<file path="config.mk">
export PLATFORM = sky130hd
export DESIGN_NAME = conv_encoder_framed
export DESIGN_NICKNAME = d
export VERILOG_FILES = /design/src/rtl/conv_encoder_framed.sv
export SDC_FILE = /design/constraint.sdc
export NUM_CORES = 1
export LEC_CHECK = 0
export ABC_CLOCK_PERIOD_IN_PS = 2200
export CORE_AREA = 2 2 39 41
export DETAILED_ROUTE_END_ITERATION = 8
export DIE_AREA = 0 0 41 43
export DONT_BUFFER_PORTS = 1
export HOLD_SLACK_MARGIN = 0.1
export PLACE_DENSITY = 0.47
export REMOVE_ABC_BUFFERS = 1
export SYNTH_ARGS = -nofsm -noshare
export SYNTH_HDL_FRONTEND = slang
export SYNTH_SLANG_ARGS = --single-unit
</file>
<file path="constraint.sdc">
create_clock -name CLK -period 2.2 [get_ports CLK]
set_input_delay 0.66 -clock CLK [delete_from_list [all_inputs] [get_ports CLK]]
set_output_delay 0.66 -clock CLK [all_outputs]
set_load 0.03 [all_outputs]
</file>
<file path="src/rtl/conv_encoder_framed.sv">
// Framed rate-1/2 K=3 convolutional encoder (g 111, g 101) that
// flushes every frame with two zero tail bits so the trellis ends in 00.
//
// Ports:
//   CLK, RST_N           clock, async active-low reset
//   in_bit/in_valid/     framed information bit stream
//   in_last/in_ready
//   parities             {g111, g101} pair
//   out_valid/out_last/  output handshake, out_last on final tail pair
//   out_ready
//   bit_count            pairs emitted in frame (ENC_STATUS_EN only)
//
// Optional feature macro: ENC_STATUS_EN (adds bit_count and CNT_W).
module conv_encoder_framed #(
  parameter int TAIL_LEN = 2
`ifdef ENC_STATUS_EN
  , parameter int CNT_W = 16
`endif
) (
  input  logic             CLK,
  input  logic             RST_N,
  input  logic             in_bit,
  input  logic             in_valid,
  input  logic             in_last,
  output logic             in_ready,
  output logic [1:0]       parities,
  output logic             out_valid,
  output logic             out_last,
  input  logic             out_ready
`ifdef ENC_STATUS_EN
  , output logic [CNT_W-1:0] bit_count
`endif
);

  if (TAIL_LEN != 2) begin : g_bad_tail
    $error("TAIL_LEN must equal K-1 = 2");
  end

  typedef enum logic [1:0] {
    IDLE,
    DATA,
    TAIL1,
    TAIL2
  } state_t;

  state_t     state;
  state_t     state_nxt;
  logic [1:0] sr;
  logic       slot_free;
  logic       load;
  logic       u;
  logic       last_pair;

  assign slot_free = !out_valid || out_ready;
  assign in_ready  = slot_free &&
                     (state == IDLE || state == DATA);

  always_ff @(posedge CLK or negedge RST_N) begin
    if (!RST_N) state <= IDLE;
    else        state <= state_nxt;
  end

  always_comb begin
    state_nxt = state;
    load      = 1'b0;
    u         = 1'b0;
    last_pair = 1'b0;
    unique case (state)
      IDLE, DATA: begin
        if (in_valid && in_ready) begin
          load      = 1'b1;
          u         = in_bit;
          state_nxt = in_last ? TAIL1 : DATA;
        end
      end
      TAIL1: begin
        if (slot_free) begin
          load      = 1'b1;
          state_nxt = TAIL2;
        end
      end
      TAIL2: begin
        if (slot_free) begin
          load      = 1'b1;
          last_pair = 1'b1;
          state_nxt = IDLE;
        end
      end
      default: state_nxt = IDLE;
    endcase
  end

  // sr = {s1, s0}; two zero tail bits leave it at 00.
  always_ff @(posedge CLK or negedge RST_N) begin
    if (!RST_N) begin
      sr        <= 2'b00;
      parities  <= 2'b00;
      out_valid <= 1'b0;
      out_last  <= 1'b0;
    end else if (load) begin
      parities  <= {u ^ sr[0] ^ sr[1], u ^ sr[1]};
      out_valid <= 1'b1;
      out_last  <= last_pair;
      sr        <= {sr[0], u};
    end else if (out_ready) begin
      out_valid <= 1'b0;
    end
  end

`ifdef ENC_STATUS_EN
  always_ff @(posedge CLK or negedge RST_N) begin
    if (!RST_N) begin
      bit_count <= '0;
    end else if (load) begin
      if (last_pair)
        bit_count <= '0;
      else if (bit_count != {CNT_W{1'b1}})
        bit_count <= bit_count + 1'b1;
    end
  end
`endif

endmodule

</file>
* After elaboration in Yosys (flattened, before gate mapping)
Index checks and enable logic that the tools add are counted.
** Storage, ports and cells
- Output and inout bits :: 5
- Flip-flop bits (word level) :: 8
- Bits of input ports :: 6
** Cells by class
- Bitwise operators :: 3
- Equality and inequality tests :: 6
- Reduce and logical (&&, ||, !) cells :: 10
- Mux-type cells :: 13
** Operator list (count)
- 2-bit two-way mux :: 4
- 1-bit two-way mux :: 7
- 2-bit != test (second input constant) :: 3
- 2-bit case mux with 3 select lines :: 1
- 2-bit equality test (second input constant) :: 2
- 2-bit OR reduction :: 2
- 3-bit AND reduction :: 1
- 1-bit XOR :: 3
- 2-bit by 1-bit equality test with 1-bit output (second input constant) :: 1
- 1-bit logical AND :: 2
- 2-bit zero test :: 1
- 1-bit logical OR :: 2
- 1-bit case mux with 2 select lines :: 1
- 2-bit nonzero test :: 1
- 1-bit zero test :: 1

* Logic depth before layout (Yosys ltp)
Gate-level depths: netlist (run 1).
- Depth after elaboration :: 8
- Gate-level depth with buffers :: 4
- Gate-level depth less buffers :: 3

* Least setup slack after synthesis (run 1)
Ideal clock, no wire load.
- Path type :: input to output
- Start :: input port out_ready
- End :: output port in_ready
- Arrival :: 1.148 ns
- Setup slack :: 0.392 ns
- Data required time :: 1.540 ns
- Stages on the path :: 2
- Path through :: nor2b_1 > nor2_1
** Between the ends
- Longest elaborated chain between the ends :: 2
** RTL lines
- from (decl) :: RTL line 29 : input logic out_ready
- 1-bit logical OR :: RTL line 54 : assign slot_free = !out_valid || out_ready;
- 1-bit logical AND :: RTL line 55 : assign in_ready = slot_free &&
- to (decl) :: RTL line 25 : output logic in_ready,
Every way passes these cells.

* Final worst setup path (run 1)
- Start :: register out_valid
- End :: output port in_ready
** Between the ends
- Longest elaborated chain between the ends :: 3
** RTL lines
- from (decl) :: RTL line 27 : output logic out_valid,
- from (signal assigned) :: RTL line 98 : out_valid <= 1'b0;
- from (signal assigned) :: RTL line 102 : out_valid <= 1'b1;
- from (signal assigned) :: RTL line 106 : out_valid <= 1'b0;
- 1-bit zero test :: RTL line 54
- 1-bit logical OR :: RTL line 54
- 1-bit logical AND :: RTL line 55
Every way passes these cells.

==> results.json, run 1 <==
{
  "clk_pin_slew_ns": 0.05,
  "die_h_um": 43,
  "final.setup_skew_ns": 0.00178,
  "synthArstFlopShare": 1.00,
  "ff2ff_path_depth": 3,
  "drt_iter0_drc": 6,
  "initial_utilization": 0.278,
  "io_buffers": 0,
  "synth-edff-count": 0,
  "route.detailed.drc": 0,
  "critPathKind": "reg -> out",
  "area_delta_synth_final_pct": 11.7,
  "p_leak_nw": 0.188,
  "powerDensity_mw_per_mm2": 1450,
  "routed_wl_um": 722,
  "critPathCaptureType": "output pin",
  "finalSetupTns_ns": 0,
  "post_cts_buffers": 0,
  "cts-resized-gates": 0,
  "final-setup-viol-count": 0,
  "ios": 11,
  "p_comb_frac": 0.279,
  "core_mm2": 0.00138,
  "fin_nets": 39,
  "synth_adder_area_share": 0,
  "arrival_ns": 1.46,
  "placementRows": 14,
  "rrSetupSlack_ns": 0.69,
  "ys.flop_type": "dfrtp_1",
  "fin_crit_sh": 0.962,
  "wl_per_cell_um": 15.4,
  "synth_area_leaders": "dfrtp_1, mux2_2, a32o_1",
  "cp-start-kind": "flop",
  "p_clk_frac": 0.188,
  "vias_per_cell": 5.38,
  "synthSimpleGateAreaFrac": 0.153,
  "yosys.area.top_type": "dfrtp_1",
  "worstPathRequired_ns": 1.54,
  "hold_viol_final": 0,
  "synth-compound-area-share": 0.150,
  "clkLatencyLatePin_ns": 0.26,
  "ant_nets": 0,
  "gp_congestion": 0.666,
  "final_max_slew_viol_count": 0,
  "seq_power_share": 0.533,
  "synth_top_cells_by_count": "dfrtp_1, a31oi_1, a32o_1, mux2_2, xnor2_1",
  "ys_ff_latch": 8,
  "cp_max_fo": 4,
  "yosysUniqueCellTypes": 17,
  "worstMarginPinSlew_ns": 0.605,
  "synthCells": 28,
  "clock_sinks": 8,
  "ys_seq_area_frac": 0.521,
  "slowest_delay_ns": 0.50,
  "num_vias": 253,
  "clockBufferDepth": 2,
  "fin_ws_ns": 0.0833,
  "critPathSlowestCell": "dfrtp_1",
  "synth_top_area_frac": 0.521,
  "htreeDepth": 1,
  "ir_drop_mv": 0.392,
  "drv_cap": 0,
  "first_pass_iters": 4,
  "dieArea_mm2": 0.00176,
  "critPathBufInv": 0,
  "syn-cell-area_um2": 384,
  "muxShareOfSynthArea": 0.0879,
  "power_switching_uw": 250,
  "drive_above_1_share": 0.226,
  "antenna_cells": 0,
  "whs_path_depth": 1,
  "grt_pass1_vias": 294,
  "finalCriticalPeriod_ns": 2.12,
  "grt_pass1_wl_um": 1230,
  "synth_most_common_cell": "dfrtp_1",
  "cts_buffers": 3,
  "ys_warn_count": 0,
  "root_buffer": "clkbuf_4",
  "hp-class": "in -> reg",
  "grt-ovfl-total": 0,
  "crit_family": "simple AND/OR/NAND/NOR gates",
  "fmax_mhz": 472,
  "pre_cts_slack_ns": 0.345,
  "synth-xor-area-share": 0.0684,
  "synth_top_family_by_area": "simple AND/OR/NAND/NOR gates",
  "crit_path_cell_trace": "nor2b_1 > nor2_1",
  "grt_max_degree": 10,
  "status": "finished, final reports clean",
  "grt_usage": 0.113,
  "maxSlewHeadroom": 0.596,
  "antenna_found_initial": 0,
  "switching_share": 0.404,
  "cts_tree": "done",
  "avgSynthCellArea_um2": 13.7,
  "fp.dieW_um": 41,
  "cp_num_cells": 2,
  "p_int_uw": 370,
  "rsz0062_at_grt": "no"
}
==> cells in the final DEF, fill, tap and decap left out, drive strengths merged <==
| master | count |
|---|---|
| dlygate4sd3 | 1 |
| nor2 | 1 |
| xor2 | 1 |
| nor3b | 1 |
| a32o | 2 |
| a211o | 1 |
| clkbuf | 3 |
| or3 | 1 |
| o21ai | 1 |
| nand2b | 1 |
| nor4b | 1 |
| dfrtp | 8 |
| nor2b | 1 |
| nand3b | 1 |
| mux2 | 3 |
| xnor2 | 2 |
| a31oi | 2 |
==> per-stage QoR <==
step           cell area, µm²  cells  power (mW)   util  hold WS, ns
2_1_floorplan             377     27       0.470      -        0.364
3_3_place_gp              397     43       0.499  0.287        0.365
3_5_place_dp              397     43       0.507  0.287        0.365
4_1_cts                   429     47       0.628  0.310        0.509
5_1_grt                   429     47       0.657  0.310        0.514
6_report                  429     47       0.620  0.310        0.511
==> cells by family (layout without fill, tap and decap cells) <==
logic type	Yosys count	after routing
DFF	8	8
and+or+nand+nor	7	7
AOI/OAI and AO/OA	6	6
xor gates and xnor gates	3	3
muxes	3	3
buffers and inverters	1	4
==> layer usage <==
layer | part of all wire | vias up | global-route usage
met5 | 0 | - | 0
met4 | 0.050 | 0 | 0.120
met3 | 0.091 | 5 | 0.0628
met2 | 0.51 | 9 | 0.163
met1 | 0.35 | 127 | 0.0990
li1 | - | 112 | -
==> final timing paths <==
path | start | to
worst min register to register | state[0] | state[1]
max in group asynchronous | RST_N | out_last
worst min-delay path | in_valid | out_valid
min in group asynchronous | RST_N | sr[0]
worst max register to register | out_valid | sr[0]
worst max-delay path | out_valid | in_ready
==> power by group through the flow <==
stage                     registers [mW]  logic [mW]  clock network, mW
after floorplan                    0.318       0.152                  0
after global placement             0.332       0.166                  0
after detailed placement           0.333       0.174                  0
after CTS                          0.330       0.178              0.120
after global routing               0.345       0.189              0.124
final                              0.331       0.173              0.117
==> worst register-to-register path, delay by kind of cell, from the launching register on <==
kind / cells / cell delay (ns)
AO/OA/AOI/OAI: 1 / 0.25
AND/OR/NAND/NOR: 2 / 0.70
flip-flops: 1 / 0.50
==> registers in the layout, indices dropped and copies added (netlist names) <==
register / flops
parities: 2
sr: 2
state: 2
out_last: 1
out_valid: 1
==> layout make-up <==
type | instances | area (µm²)
repair buffers | 1 | 10.0
fillers | 136 | 955
flip-flops and latches | 8 | 200
well taps | 16 | 20.0
multi-input cells | 19 | 176
clock buffers | 3 | 22.5
==> timing repair <==
| item | 4_1_cts | 5_1_grt |
|---|---|---|
| setup endpoints to repair | 0 | 0 |
| hold endpoints to repair | 8 | 0 |
| hold buffers | 1 | 0 |
Power figures use the tool's default switching activity.
==> run 2: changes to the inputs <==
Settings changed: GPL_TIMING_DRIVEN set to 0.
==> run 2 against run 1 <==
Setup slack about the same; final area did not move; via count down 5.5%; hold slack gained 0.0039 ns; non-clock buffer count stayed put; clock skew rose by 0.0037 ns; die area did not move; register-to-register slack hardly changed; critical endpoint unchanged; largest cell class unchanged; highest routed layer is now met3.
==> results.json, run 2 (synthesized netlist as in run 1, its figures left out) <==
{
  "grt_usage": 0.110,
  "initial_utilization": 0.278,
  "p_clk_frac": 0.178,
  "clockBufferDepth": 2,
  "route.detailed.drc": 0,
  "arrival_ns": 1.46,
  "finalCriticalPeriod_ns": 2.12,
  "min-delay-start": "state[0]",
  "htreeDepth": 1,
  "clk_pin_slew_ns": 0.06,
  "grt_pass1_wl_um": 1240,
  "p_leak_nw": 0.188,
  "final-setup-viol-count": 0,
  "cts_buffers": 3,
  "layout.cells.most_common": "dfrtp_1",
  "grt_max_degree": 10,
  "powerDensity_mw_per_mm2": 1440,
  "seq_power_share": 0.540,
  "ios": 11,
  "cp-start-kind": "flop",
  "io_buffers": 0,
  "num_vias": 239,
  "dpl-instance-area_um2": 397,
  "fin_area_um2": 429,
  "fin_crit_sh": 0.962,
  "cp_max_fo": 4,
  "multiInputGateArea_um2": 176,
  "area_delta_synth_final_pct": 11.7,
  "fmax_mhz": 472,
  "worstMarginPinSlew_ns": 0.612,
  "final.setup_skew_ns": 0.00547,
  "post_cts_buffers": 0,
  "r2r_start": "out_valid",
  "slowest_delay_ns": 0.50,
  "first_pass_iters": 3,
  "layout_common_cells": "dfrtp_1, clkbuf_4",
  "power.total_uw": 616,
  "hold_viol_final": 0,
  "rsz0062_at_grt": "no",
  "worstPathRequired_ns": 1.54,
  "routed_wl_um": 744,
  "crit_path_cell_trace": "nor2b_1 > nor2_1",
  "drive_above_1_share": 0.226,
  "status": "finished, final reports clean",
  "grt_pass1_vias": 277,
  "p_comb_frac": 0.282,
  "critPathKind": "reg -> out",
  "final-seq-area_um2": 200,
  "fp.dieW_um": 41,
  "antenna_found_initial": 0,
  "dieArea_mm2": 0.00176,
  "num-fill-cells": 141,
  "drt_iter0_drc": 6,
  "drv_cap": 0,
  "ant_nets": 0,
  "hp-class": "reg -> reg",
  "switching_share": 0.400,
  "die_h_um": 43,
  "vias_per_cell": 5.09,
  "cts_tree": "done",
  "clock_sinks": 8,
  "critPathSlowestCell": "dfrtp_1",
  "post-route-util": 0.310,
  "grt-ovfl-total": 0,
  "p_int_uw": 369,
  "clkLatencyLatePin_ns": 0.25,
  "critPathCaptureType": "output pin",
  "reg_top3": "parities (2), sr (2), state (2)",
  "finalSetupTns_ns": 0,
  "gp_congestion": 0.698,
  "cts-resized-gates": 0,
  "rrSetupSlack_ns": 0.69,
  "core_mm2": 0.00138,
  "placementRows": 14,
  "fin_nets": 39,
  "power_switching_uw": 246,
  "crit_path_start": "out_valid",
  "root_buffer": "clkbuf_4",
  "antenna_cells": 0,
  "ir_drop_mv": 0.356,
  "final_max_slew_viol_count": 0,
  "hold_slack_ns": 0.515,
  "maxSlewHeadroom": 0.591,
  "wl_per_cell_um": 15.8
}
## run 2: cell counts in the layout (fill, tap and decap cells not counted)
Identical to the previous run, type by type.
## run 2: power by group through the flow
stage          Clock, mW  Combinational, mW  Sequential, mW
4_1_cts            0.112              0.179           0.334
2_1_floorplan          0              0.152           0.318
6_report           0.110              0.174           0.333
5_1_grt            0.126              0.194           0.345
3_3_place_gp           0              0.165           0.330
3_5_place_dp           0              0.175           0.337
## run 2: path summary, 6_finish.rpt
| check | to | cells past startpoint |
|---|---|---|
| max | in_ready | 2 |
| min | state[1] | 1 |
| max reg2reg | sr[0] | 3 |
| min reg2reg | state[1] | 1 |
| max in group asynchronous | state[0] | 1 |
| min in group asynchronous | out_valid | 1 |
## run 2: worst max-delay path, delay by kind of cell, from the launching register on
kind | cells | cell delay [ns]
flops | 1 | 0.50
simple gates | 2 | 0.71
## run 2: metrics by stage
step	std cells	setup WS, ns
after floorplan	27	0.392
after global placement	43	0.338
after detailed placement	43	0.337
after CTS	47	0.0733
after global routing	47	0.0174
final	47	0.0831
## run 2: routing by layer
layer	vias up	global-route usage	share of wire
met1	123	0.120	0.39
met5	-	0	0
met3	0	0.0419	0.081
li1	110	-	-
met2	6	0.163	0.53
met4	0	0.0800	0
## run 2: area by class of cell
| cell class | count | share of cell area |
|---|---|---|
| clock buffer | 3 | 0.0525 |
| sequential | 8 | 0.466 |
| multi-input combinational | 19 | 0.411 |
| timing repair buffer | 1 | 0.0233 |
| tap | 16 | 0.0466 |
## run 2: repair_timing
action                     CTS  global route
hold endpoints to repair     8             0
hold buffers                 1             0
setup endpoints to repair    0             0
